--- src/rtl/imem_loader_pkg.sv ---
// Shared types and constants for the instruction-memory boot loader.
package imem_loader_pkg;

  // Loader FSM states; CHK is reachable only in the checksum build.
  typedef enum logic [2:0] {
    IDLE   = 3'd0,
    LEN_HI = 3'd1,
    LEN_LO = 3'd2,
    DATA   = 3'd3,
    WRITE  = 3'd4,
    CHK    = 3'd5,
    DONE   = 3'd6,
    ERR    = 3'd7
  } state_t;

  localparam int WORD_BYTES = 4;
  localparam int LEN_BYTES  = 2;
  localparam int LEN_W      = 8 * LEN_BYTES;

endpackage

--- src/rtl/imem_loader_byte_packer.sv ---
// Big-endian byte packer: shifts bytes into a 32-bit word, flags the 4th byte.
module imem_loader_byte_packer
  import imem_loader_pkg::*;
(
  input  logic        clk,
  input  logic        rst,
  input  logic        clr,
  input  logic        shift_en,
  input  logic [7:0]  din,
  output logic [31:0] word,
  output logic        word_full
);

  logic [1:0] cnt;

  // Shift register and byte counter; clear drops any partially packed word.
  always_ff @(posedge clk) begin
    if (rst) begin
      cnt  <= 2'd0;
      word <= 32'd0;
    end else if (clr) begin
      cnt <= 2'd0;
    end else if (shift_en) begin
      word <= {word[23:0], din};
      cnt  <= cnt + 2'd1;
    end
  end

  // Pulses in the cycle the last byte of a word is being accepted.
  assign word_full = shift_en && (cnt == 2'(WORD_BYTES - 1));

endmodule

--- src/rtl/imem_loader.sv ---
// Boot-time instruction memory loader: receives a length-prefixed big-endian
// byte stream, writes 32-bit words from address 0 and holds the core in reset
// until the whole image is in place.
// Optional build macro IMEM_LOADER_CHECKSUM_EN adds a trailing XOR checksum
// byte (CHK state); without it the frame ends after the payload.
module imem_loader
  import imem_loader_pkg::*;
#(
  parameter int ADDR_W    = 8,
  parameter int MEM_DEPTH = 256
) (
  input  logic              clk,
  input  logic              rst,
  input  logic              start,
  input  logic              rx_valid,
  input  logic [7:0]        rx_data,
  output logic              rx_ready,
  output logic              im_we,
  output logic [ADDR_W-1:0] im_addr,
  output logic [31:0]       im_wdata,
  output logic              cpu_rst,
  output logic              busy,
  output logic              done,
  output logic              err
);

  localparam logic [LEN_W:0] MAX_LEN = (LEN_W + 1)'(MEM_DEPTH);

  state_t             state, state_n;
  logic [7:0]         len_hi;
  logic [LEN_W-1:0]   len_q;
  logic [LEN_W-1:0]   len_n;
  logic [LEN_W-1:0]   idx;
  logic               accept;
  logic               start_go;
  logic               shift_en;
  logic               word_full;
  logic               last_word;

  assign accept    = rx_valid && rx_ready;
  assign start_go  = start && ((state == IDLE) || (state == DONE) || (state == ERR));
  assign shift_en  = accept && (state == DATA);
  assign len_n     = {len_hi, rx_data};
  assign last_word = (idx == (len_q - LEN_W'(1)));

  imem_loader_byte_packer u_byte_packer (
    .clk       (clk),
    .rst       (rst),
    .clr       (start_go),
    .shift_en  (shift_en),
    .din       (rx_data),
    .word      (im_wdata),
    .word_full (word_full)
  );

`ifdef IMEM_LOADER_CHECKSUM_EN
  logic [7:0] csum;

  // Running XOR over payload bytes only; restarted with every load.
  always_ff @(posedge clk) begin
    if (rst || start_go) begin
      csum <= 8'd0;
    end else if (shift_en) begin
      csum <= csum ^ rx_data;
    end
  end
`endif

  // Next-state decode for the frame sequencer.
  always_comb begin
    state_n = state;
    case (state)
      IDLE:   if (start) state_n = LEN_HI;
      LEN_HI: if (accept) state_n = LEN_LO;
      LEN_LO: begin
        if (accept) begin
          if (len_n == '0)                   state_n = DONE;
          else if ({1'b0, len_n} > MAX_LEN)  state_n = ERR;
          else                               state_n = DATA;
        end
      end
      DATA:   if (word_full) state_n = WRITE;
      WRITE: begin
        if (last_word) begin
`ifdef IMEM_LOADER_CHECKSUM_EN
          state_n = CHK;
`else
          state_n = DONE;
`endif
        end else begin
          state_n = DATA;
        end
      end
`ifdef IMEM_LOADER_CHECKSUM_EN
      CHK:    if (accept) state_n = (csum == rx_data) ? DONE : ERR;
`endif
      DONE:   if (start) state_n = LEN_HI;
      ERR:    if (start) state_n = LEN_HI;
      default: state_n = IDLE;
    endcase
  end

  // State register with outputs registered from the next state so they line
  // up with the state they describe.
  always_ff @(posedge clk) begin
    if (rst) begin
      state    <= IDLE;
      rx_ready <= 1'b0;
      im_we    <= 1'b0;
      busy     <= 1'b0;
      done     <= 1'b0;
      err      <= 1'b0;
      cpu_rst  <= 1'b1;
      im_addr  <= '0;
      idx      <= '0;
    end else begin
      state    <= state_n;
      rx_ready <= (state_n == LEN_HI) || (state_n == LEN_LO) ||
                  (state_n == DATA)   || (state_n == CHK);
      busy     <= (state_n == LEN_HI) || (state_n == LEN_LO) ||
                  (state_n == DATA)   || (state_n == WRITE)  || (state_n == CHK);
      im_we    <= (state_n == WRITE);
      done     <= (state_n == DONE);
      err      <= (state_n == ERR);
      cpu_rst  <= (state_n != DONE);
      if (start_go || ((state == LEN_LO) && accept)) begin
        im_addr <= '0;
        idx     <= '0;
      end else if ((state == WRITE) && !last_word) begin
        im_addr <= im_addr + ADDR_W'(1);
        idx     <= idx + LEN_W'(1);
      end
    end
  end

  // Length bytes are captured as they arrive; no reset needed on this data.
  always_ff @(posedge clk) begin
    if ((state == LEN_HI) && accept) len_hi <= rx_data;
    if ((state == LEN_LO) && accept) len_q  <= len_n;
  end

endmodule

--- config.mk ---
export PLATFORM = sky130hd
export DESIGN_NAME = imem_loader
export DESIGN_NICKNAME = d
export VERILOG_FILES = /design/src/rtl/imem_loader_pkg.sv /design/src/rtl/imem_loader_byte_packer.sv /design/src/rtl/imem_loader.sv
export SDC_FILE = /design/constraint.sdc
export NUM_CORES = 1
export LEC_CHECK = 0
export ABC_AREA = 1
export CAP_MARGIN = 30
export CORE_ASPECT_RATIO = 1.2
export CORE_UTILIZATION = 60
export DETAILED_ROUTE_END_ITERATION = 12
export PLACE_DENSITY = 0.86
export RECOVER_POWER = 50
export SLEW_MARGIN = 20
export SYNTH_ARGS = -nofsm -noshare
export SYNTH_HDL_FRONTEND = slang
export SYNTH_SLANG_ARGS = --single-unit
--- constraint.sdc ---
create_clock -name clk -period 6.13 [get_ports clk]
set_input_delay 1.226 -clock clk [delete_from_list [all_inputs] [get_ports clk]]
set_output_delay 1.226 -clock clk [all_outputs]
set_load 0.03 [all_outputs]
==> results.sh, run 1 <==
export IMPL_total_leakage_power_nw=2.35
export IMPL_slew_viol_final=0
export IMPL_crit_type="in2reg"
export IMPL_ys_seq_elements=91
export IMPL_grt_util_all_layers=0.276
export IMPL_dieWidth_um=81.5
export IMPL_wl_per_cell_um=13.6
export IMPL_vias_per_cell=5.37
export IMPL_ys_warn_count=0
export IMPL_syn_avg_cell_area_sq_um=7.48
export IMPL_cts_tree="done"
export IMPL_die_area_sq_um=7940
export IMPL_critPathArrivalTime_ps=3410
export IMPL_vdd_drop_max_mv=0.196
export IMPL_drc_errors=0
export IMPL_overflow=0
export IMPL_num_rows=34
export IMPL_grt_pass1_vias=3755
export IMPL_areaGrowthSynthToFinish_pct=17.9
export IMPL_gp_congestion=0.867
export IMPL_diodes=0
export IMPL_synthCells=609
export IMPL_max_freq_ghz=0.317
export IMPL_start_util=0.622
export IMPL_vias=4076
export IMPL_fin_crit_ps=3150
export IMPL_placed_cells=742
export IMPL_syn_nets=625
export IMPL_pin_count=58
export IMPL_die_h_um=97.4
export IMPL_hold_buffers=0
export IMPL_synth_main_ff_cell="dfxtp_1"
export IMPL_worstPathRequired_ps=6390
export IMPL_skew_ps=11.9
export IMPL_synth_compound_area_share=0.0918
export IMPL_clkTransAtPathRegs_ps=90
export IMPL_powerDensity_nw_per_um2=218
export IMPL_slew_headroom=0.411
export IMPL_final_cells=759
export IMPL_dr_pass1_iters=5
export IMPL_clockRootBuffer="clkbuf_8"
export IMPL_endpoint_kind="flip-flop"
export IMPL_drive_gt1_frac=0.0762
export IMPL_post_place_ws_ps=2860
export IMPL_clockBufferDepth=2
export IMPL_dp_hpwl_um=7490
export IMPL_setup_slack_ps=2980
export IMPL_tns_ps=0
export IMPL_synth_async_sr_flop_share=0
export IMPL_synth_distinct_cells=30
export IMPL_grt_pass1_wl_um=17000
export IMPL_syn_cell_area_sq_um=4550
export IMPL_yosys_area_share_simple=0.308
export IMPL_h_tree_depth=3
export IMPL_cp_start_kind="input pin"
export IMPL_hold_viol_final=0
export IMPL_cap_violations=0
export IMPL_rsz0062_at_grt="no"
export IMPL_antenna_found_initial=0
export IMPL_min_path_type="reg2reg"
export IMPL_coreArea_sq_um=7320
export IMPL_ant_nets=0
export IMPL_outcome="complete, no violations"
export IMPL_port_buffer_count=57
export IMPL_synth_edff_count=24
export IMPL_post_cts_buffers=0
export IMPL_fin_nets=680
export IMPL_ctsResizeCount=0
export IMPL_cp_max_fo=18
export IMPL_cts_sinks=91
export IMPL_worst_slew_pin_transition_ps=883
export IMPL_synth_top_family_by_area="simple AND/OR/NAND/NOR gates"
export IMPL_yosysSeqAreaShare=0.453
export IMPL_drt_initial_drc_count=266
export IMPL_yosys_mux_area_fraction=0
export IMPL_grt_max_degree=42
export IMPL_clk_latency_ps=360
export IMPL_wl_um=10300
export IMPL_synth_fa_ha_area_frac=0.0110
export IMPL_nFillCells=570
export IMPL_placed_area_sq_um=5160
export IMPL_yosys_area_share_xor_xnor=0.0588
export IMPL_numCtsBuffers=9
export IMPL_period_share=0.514
export IMPL_final_area_sq_um=5370
export IMPL_setup_viol=0
## cell usage after synthesis, types with 3 or more instances
cell | count | area share
nand2_1 | 142 | 0.12
nor2_1 | 97 | 0.080
dfxtp_1 | 67 | 0.29
inv_1 | 67 | 0.055
o21ai_0 | 39 | 0.043
nand3_1 | 36 | 0.040
a21oi_1 | 24 | 0.026
edfxtp_1 | 24 | 0.16
xor2_1 | 20 | 0.038
nor3_1 | 14 | 0.015
clkbuf_1 | 12 | 0.0099
nand2_2 | 11 | 0.015
a21oi_2 | 10 | 0.019
nand4_1 | 8 | 0.011
xnor2_1 | 8 | 0.015
nor2_2 | 5 | 0.0069
nor4_1 | 5 | 0.0069
ha_1 | 4 | 0.011
buf_6 | 3 | 0.0074
## critical path: stages
cell,delay (ps)
dlygate4sd3_1,530
nand2_1,130
nor2_1,120
clkbuf_1,670
inv_1,140
nand2_1,290
buf_8,230
a21oi_1,60
## registers in the layout, summed over array words and instances (netlist names)
signal	flops
idx	16
state	3
u_byte_packer.word	32
err	1
im_addr	8
cpu_rst	1
rx_ready	1
len_hi	8
done	1
im_we	1
len_q	16
u_byte_packer.cnt	2
busy	1
## power breakdown
part | internal (mW) | switching [mW]
Combinational | 0.0364 | 0.0745
Sequential | 0.634 | 0.0112
Clock | 0.192 | 0.222
## layer usage
| layer | share of wire | GRT usage | wire length [um] | vias up |
|---|---|---|---|---|
| met5 | 0 | 0 | 0 | - |
| met4 | 0.042 | 0.143 | 437 | 0 |
| met3 | 0.058 | 0.0563 | 596 | 31 |
| met2 | 0.49 | 0.460 | 5060 | 140 |
| met1 | 0.41 | 0.327 | 4210 | 1854 |
| li1 | - | - | - | 2051 |
## cells by family after synthesis
logic type | count (synthesis)
AND/OR/NAND/NOR | 325
flip-flops | 91
buffers and inverters | 85
AO/OA/AOI/OAI | 75
XOR/XNOR | 29
adder cells (fa/ha/maj) | 4
## path summary, 6_finish.rpt
check / startpoint / to / slack [ps] / depth (start not counted)
worst min register to register: len_hi[4]$_DFFE_PP_ / len_q[12]$_DFFE_PP_ / 460 / 0
worst max register to register: len_q[0]$_DFFE_PP_ / idx[0]$_SDFFE_PP0N_ / 3390 / 15
worst min-delay path: len_hi[4]$_DFFE_PP_ / len_q[12]$_DFFE_PP_ / 460 / 0
worst max-delay path: rx_valid / idx[12]$_SDFFE_PP0N_ / 2980 / 8
## placed cells by master (no fill, tap or decap), types with 2 or more instances in the layout
| cell | synthesis | routed |
|---|---|---|
| ha_1 | 4 | 4 |
| inv_1 | 67 | 67 |
| nand2_1 | 142 | 142 |
| edfxtp_1 | 24 | 24 |
| dlygate4sd3_1 | 0 | 35 |
| clkinv_2 | 0 | 2 |
| nor2_1 | 97 | 96 |
| clkbuf_8 | 0 | 9 |
| nand2_2 | 11 | 11 |
| nand3_1 | 36 | 36 |
| nand4_1 | 8 | 8 |
| o21ai_0 | 39 | 39 |
| a21oi_1 | 24 | 24 |
| nor2_2 | 5 | 6 |
| xor2_1 | 20 | 20 |
| a21oi_2 | 10 | 10 |
| dfxtp_1 | 67 | 67 |
| nor3_1 | 14 | 14 |
| nand2_4 | 2 | 2 |
| nand3b_1 | 2 | 2 |
| xnor2_1 | 8 | 8 |
| clkdlybuf4s50_1 | 0 | 22 |
| nor4_1 | 5 | 5 |
## through the flow
| step | hold WS (ps) | utilization | power [mW] |
|---|---|---|---|
| 2_1_floorplan | 427 | - | 0.730 |
| 3_3_place_gp | 434 | 0.705 | 0.765 |
| 3_5_place_dp | 438 | 0.705 | 0.770 |
| 4_1_cts | 458 | 0.733 | 1.17 |
| 5_1_grt | 475 | 0.734 | 1.21 |
| 6_report | 457 | 0.734 | 1.17 |
## layout make-up
cell class | count | area [sq um] | area share
clock inverters | 7 | 75.1 | 0.0140
well taps | 90 | 113 | 0.0210
multi-input cells | 433 | 2140 | 0.399
clock buffers | 9 | 124 | 0.0231
repair buffers | 60 | 597 | 0.111
flip-flops and latches | 91 | 2060 | 0.384
inverters | 69 | 259 | 0.0482
Note: power is estimated with default switching activity, not from simulation.
==> run 2: changes to the inputs <==
- CORE_UTILIZATION: 60 -> 50
- PLACE_DENSITY: 0.86 -> 0.76
- clock period: 6.13 -> 2.5 ns (I/O delays scaled with it)
==> run 2 against run 1 <==
Via count fell by 0.56%. Combinational power increased to 2.5 times the previous value. Sequential cell count is the same.
==> results.sh, run 2 (synthesized netlist as in run 1, its figures left out) <==
export IMPL_r2r_start="len_q[5]$_DFFE_PP_"
export IMPL_max_freq_ghz=0.441
export IMPL_vdd_drop_max_mv=0.350
export IMPL_cp_start_kind="flip-flop"
export IMPL_setup_viol=0
export IMPL_power_total_mw=2.95
export IMPL_dp_hpwl_um=7590
export IMPL_worstRegToRegCells=12
export IMPL_grt_pass1_wl_um=17400
export IMPL_num_rows=37
export IMPL_hold_viol_final=0
export IMPL_clockRootBuffer="clkbuf_8"
export IMPL_drc_errors=0
export IMPL_fin_nets=686
export IMPL_hp_start="len_hi[6]$_DFFE_PP_"
export IMPL_vias_per_cell=5.12
export IMPL_clk_latency_ps=360
export IMPL_gp_congestion=0.994
export IMPL_wl_per_cell_um=13.2
export IMPL_numCtsBuffers=9
export IMPL_ant_nets=0
export IMPL_total_leakage_power_nw=2.30
export IMPL_diodes=0
export IMPL_tns_ps=0
export IMPL_final_common_cell="nand2_1"
export IMPL_reg_top3="u_byte_packer.word x32, idx x16, len_q x16"
export IMPL_skew_ps=7.14
export IMPL_outcome="complete, no violations"
export IMPL_final_cells=792
export IMPL_post_place_ws_ps=159
export IMPL_endpoint_kind="flip-flop"
export IMPL_largest_reg_flops=32
export IMPL_pin_count=58
export IMPL_period_share=0.906
export IMPL_coreArea_sq_um=8700
export IMPL_start_util=0.523
export IMPL_grt_max_degree=40
export IMPL_cts_tree="done"
export IMPL_hold_end="len_q[14]$_DFFE_PP_"
export IMPL_clockBufferDepth=2
export IMPL_placed_area_sq_um=5250
export IMPL_dr_pass1_iters=5
export IMPL_largest_register="u_byte_packer.word"
export IMPL_grt_pass1_vias=3894
export IMPL_h_tree_depth=3
export IMPL_slew_headroom=0.431
export IMPL_critPathArrivalTime_ps=2560
export IMPL_grt_util_all_layers=0.237
export IMPL_areaGrowthSynthToFinish_pct=20.5
export IMPL_r2r_slack_ps=230
export IMPL_drt_initial_drc_count=275
export IMPL_cap_violations=0
export IMPL_port_buffer_count=57
export IMPL_rsz0062_at_grt="no"
export IMPL_holdPathStages=0
export IMPL_worstPathRequired_ps=2790
export IMPL_layout_common_cells="141 x nand2_1, 97 x nor2_1, 67 x inv_1, 67 x dfxtp_1, 47 x clkdlybuf4s50_1"
export IMPL_die_area_sq_um=9500
export IMPL_die_h_um=107
export IMPL_fin_crit_ps=2270
export IMPL_timing_rr_end="idx[5]$_SDFFE_PP0N_"
export IMPL_antenna_found_initial=0
export IMPL_crit_type="reg2reg"
export IMPL_powerDensity_nw_per_um2=539
export IMPL_min_path_type="reg2reg"
export IMPL_dieWidth_um=89.1
export IMPL_cts_sinks=91
export IMPL_slew_viol_final=0
export IMPL_worst_slew_pin_transition_ps=852
export IMPL_placed_cells=775
export IMPL_clkTransAtPathRegs_ps=90
export IMPL_vias=4053
export IMPL_wl_um=10500
export IMPL_final_area_sq_um=5490
export IMPL_cp_max_fo=24
export IMPL_drive_gt1_frac=0.0859
export IMPL_overflow=0
export IMPL_setup_slack_ps=235
run 2: cell types whose count changed in the layout (fill, tap and decap cells not counted), moves of 2 or more:
cell             delta
nor2_2              -2
dlygate4sd3_1      -25
clkinv_2            -2
buf_4               +4
clkdlybuf4s50_1    +25
run 2: where the power goes:
| part | switching, mW | internal, mW | total, mW |
|---|---|---|---|
| combinational | 0.185 | 0.0947 | 0.280 |
| sequential | 0.0286 | 1.55 | 1.58 |
| clock | 0.544 | 0.548 | 1.09 |
run 2: worst max path at each step:
| stage | start | end | slack (ps) |
|---|---|---|---|
| after floorplan | rx_ready$_SDFF_PP0_ | idx[14]$_SDFFE_PP0N_ | 130 |
| after global placement | rx_valid | busy$_SDFF_PP0_ | 150 |
| after detailed placement | len_q[0]$_DFFE_PP_ | im_addr[6]$_SDFFE_PP0N_ | 160 |
| after CTS | len_q[0]$_DFFE_PP_ | im_addr[4]$_SDFFE_PP0N_ | 140 |
| after global routing | len_q[5]$_DFFE_PP_ | idx[1]$_SDFFE_PP0N_ | 10 |
| final | len_q[5]$_DFFE_PP_ | idx[5]$_SDFFE_PP0N_ | 230 |
run 2: final cells by class:
class                      instances  area, sq um
clock buffer                      11          156
clock inverter                     5         65.1
fill                             796         3220
inverter                          69          262
multi-input combinational        433         2150
sequential                        91         2060
tap                              117          146
timing repair buffer              66          641
run 2: timing repair:
action | 4_1_cts | 5_1_grt
setup buffers | 0 | 1
resized for setup | 0 | 7
setup endpoints to repair | 0 | 30
endpoints found under the hold margin | 0 | 0
hold buffers | 0 | 0
run 2: per-layer routing:
metal	GRT usage	up-vias	part of all wire
met5	0	-	0
met1	0.283	1845	0.42
met4	0.0964	0	0.018
met2	0.407	125	0.50
met3	0.0481	19	0.060
li1	-	2064	-
run 2: per-stage QoR:
stage,util,hold WS (ps)
floorplan,-,427
CTS,0.629,457
global route,0.630,473
global placement,0.604,430
finish,0.630,456
detailed placement,0.604,435
run 2: critical path, cell delays in order, from the launching register on:
cell	delay (ps)
edfxtp_1	500
nor2_2	240
nand2_2	140
nor2_8	150
nand3_1	80
nand2_1	160
nand4_1	190
nor2_1	130
nand2_1	100
nand2_4	110
buf_12	180
nand2_1	70
a21oi_1	140
==> run 3: changes to the inputs <==
- CORE_MARGIN: not set -> 3
==> run 3 against run 2 <==
Wire length rose by 2.2%. Register-to-register slack improved by 40 ps. Setup slack improved by 37 ps. Fmax rose by 1.7%. Final cell count rose by 0.38%. Highest routed layer unchanged.
==> results.sh, run 3 (synthesized netlist as in run 1, its figures left out) <==
export IMPL_cap_violations=0
export IMPL_fin_crit_ps=2230
export IMPL_met1_usage=0.262
export IMPL_dp_hpwl_um=7810
export IMPL_p_sw_frac=0.253
export IMPL_switchingPower_mw=0.770
export IMPL_grt_util_all_layers=0.220
export IMPL_slew_viol_final=0
export IMPL_start_util=0.523
export IMPL_port_buffer_count=57
export IMPL_placed_area_sq_um=5270
export IMPL_grt_pass1_wl_um=18600
export IMPL_areaGrowthSynthToFinish_pct=21.8
export IMPL_final_area_sq_um=5550
export IMPL_overflow=0
export IMPL_cts_sinks=91
export IMPL_dieWidth_um=93.1
export IMPL_period_share=0.891
export IMPL_crit_type="reg2reg"
export IMPL_cp_start_kind="flip-flop"
export IMPL_power_total_mw=3.04
export IMPL_dr_pass1_iters=4
export IMPL_pin_count=58
export IMPL_pwr_share_clk=0.388
export IMPL_powerDensity_nw_per_um2=549
export IMPL_p_seq_frac=0.520
export IMPL_hold_viol_final=0
export IMPL_worst_slew_pin_transition_ps=821
export IMPL_total_leakage_power_nw=2.34
export IMPL_pwr_share_comb=0.092
export IMPL_h_tree_depth=3
export IMPL_setup_viol=0
export IMPL_cts_tree="done"
export IMPL_clockBufferDepth=2
export IMPL_drt_initial_drc_count=203
export IMPL_worstPathRequired_ps=2800
export IMPL_gr_usage_met2=0.370
export IMPL_tns_ps=0
export IMPL_critPathArrivalTime_ps=2530
export IMPL_reg_top3="u_byte_packer.word x32, idx x16, len_q x16"
export IMPL_die_h_um=111
export IMPL_layout_common_cells="141 x nand2_1, 97 x nor2_1, 67 x inv_1, 67 x dfxtp_1, 48 x clkdlybuf4s50_1"
export IMPL_vias_per_cell=5.15
export IMPL_grt_pass1_vias=4054
export IMPL_num_rows=37
export IMPL_fin_nets=689
export IMPL_slew_headroom=0.453
export IMPL_antenna_found_initial=0
export IMPL_cp_max_fo=12
export IMPL_drc_errors=0
export IMPL_vias=4091
export IMPL_wl_um=10700
export IMPL_clkTransAtPathRegs_ps=90
export IMPL_clk_latency_ps=370
export IMPL_gp_congestion=0.968
export IMPL_drive_gt1_frac=0.0885
export IMPL_coreArea_sq_um=8700
export IMPL_grt_busiest_layer="met2"
export IMPL_largest_reg_flops=32
export IMPL_vdd_drop_max_mv=0.399
export IMPL_largest_register="u_byte_packer.word"
export IMPL_diodes=0
export IMPL_post_place_ws_ps=150
export IMPL_final_common_cell="nand2_1"
export IMPL_numCtsBuffers=9
export IMPL_endpoint_kind="flip-flop"
export IMPL_final_core_util=0.637
export IMPL_min_path_type="reg2reg"
export IMPL_clockRootBuffer="clkbuf_8"
export IMPL_grt_max_degree=40
export IMPL_ant_nets=0
export IMPL_skew_ps=7.84
export IMPL_outcome="complete, no violations"
export IMPL_nFillCells=771
export IMPL_hold_buffers=0
export IMPL_internal_power_mw=2.27
export IMPL_setup_slack_ps=272
export IMPL_die_area_sq_um=10300
export IMPL_gr_usage_met3=0.0525
export IMPL_wl_per_cell_um=13.5
export IMPL_rsz0062_at_grt="no"
export IMPL_max_freq_ghz=0.449
[run 3: final timing paths]
path / start / end / slack, ps / cells past startpoint
max: len_q[0]$_DFFE_PP_ / idx[4]$_SDFFE_PP0N_ / 270 / 15
min reg2reg: len_hi[7]$_DFFE_PP_ / len_q[15]$_DFFE_PP_ / 450 / 0
min: len_hi[7]$_DFFE_PP_ / len_q[15]$_DFFE_PP_ / 450 / 0
max reg2reg: len_q[0]$_DFFE_PP_ / idx[4]$_SDFFE_PP0N_ / 270 / 15
[run 3: power groups by stage]
stage                     clock network (mW)  logic [mW]  registers (mW)
after floorplan                            0       0.142            1.65
after global placement                     0       0.280            1.61
after detailed placement                   0       0.285            1.62
after CTS                               1.20       0.285            1.58
after global routing                    1.27       0.314            1.59
final                                   1.18       0.280            1.58
[run 3: timing repair]
action | in CTS | in global routing
gates resized for setup | 0 | 6
endpoints found under the setup margin | 0 | 30
buffers inserted | 0 | 1
[run 3: cell type report]
type,count,area (sq um),share of cell area
clock buffers,12,188,0.0338
clock inverters,4,58.8,0.0106
inverters,69,262,0.0471
well taps,117,146,0.0264
multi-input cells,433,2150,0.388
repair buffers,69,677,0.122
flip-flops and latches,91,2060,0.372
[run 3: layer usage]
metal,share of wire,wire length [um],vias up
met5,0,0,-
met4,0.028,295,0
met3,0.062,668,24
met2,0.50,5370,113
met1,0.41,4380,1882
li1,-,-,2072
[run 3: critical path: stages (launching register included)]
cell,delay (ps)
edfxtp_1,430
inv_1,110
ha_2,220
inv_1,70
nor2_1,90
nand3_1,110
o21ai_0,170
nand2_1,80
nor2_1,90
nand3_1,70
nor2_1,100
nand2_1,90
nand2_4,130
clkbuf_16,200
nand2_1,50
a21oi_1,130
[run 3: metrics by stage]
stage | instances | hold WS, ps
2_1_floorplan | 609 | 427
3_3_place_gp | 777 | 429
3_5_place_dp | 777 | 440
4_1_cts | 793 | 460
5_1_grt | 795 | 474
6_report | 795 | 455
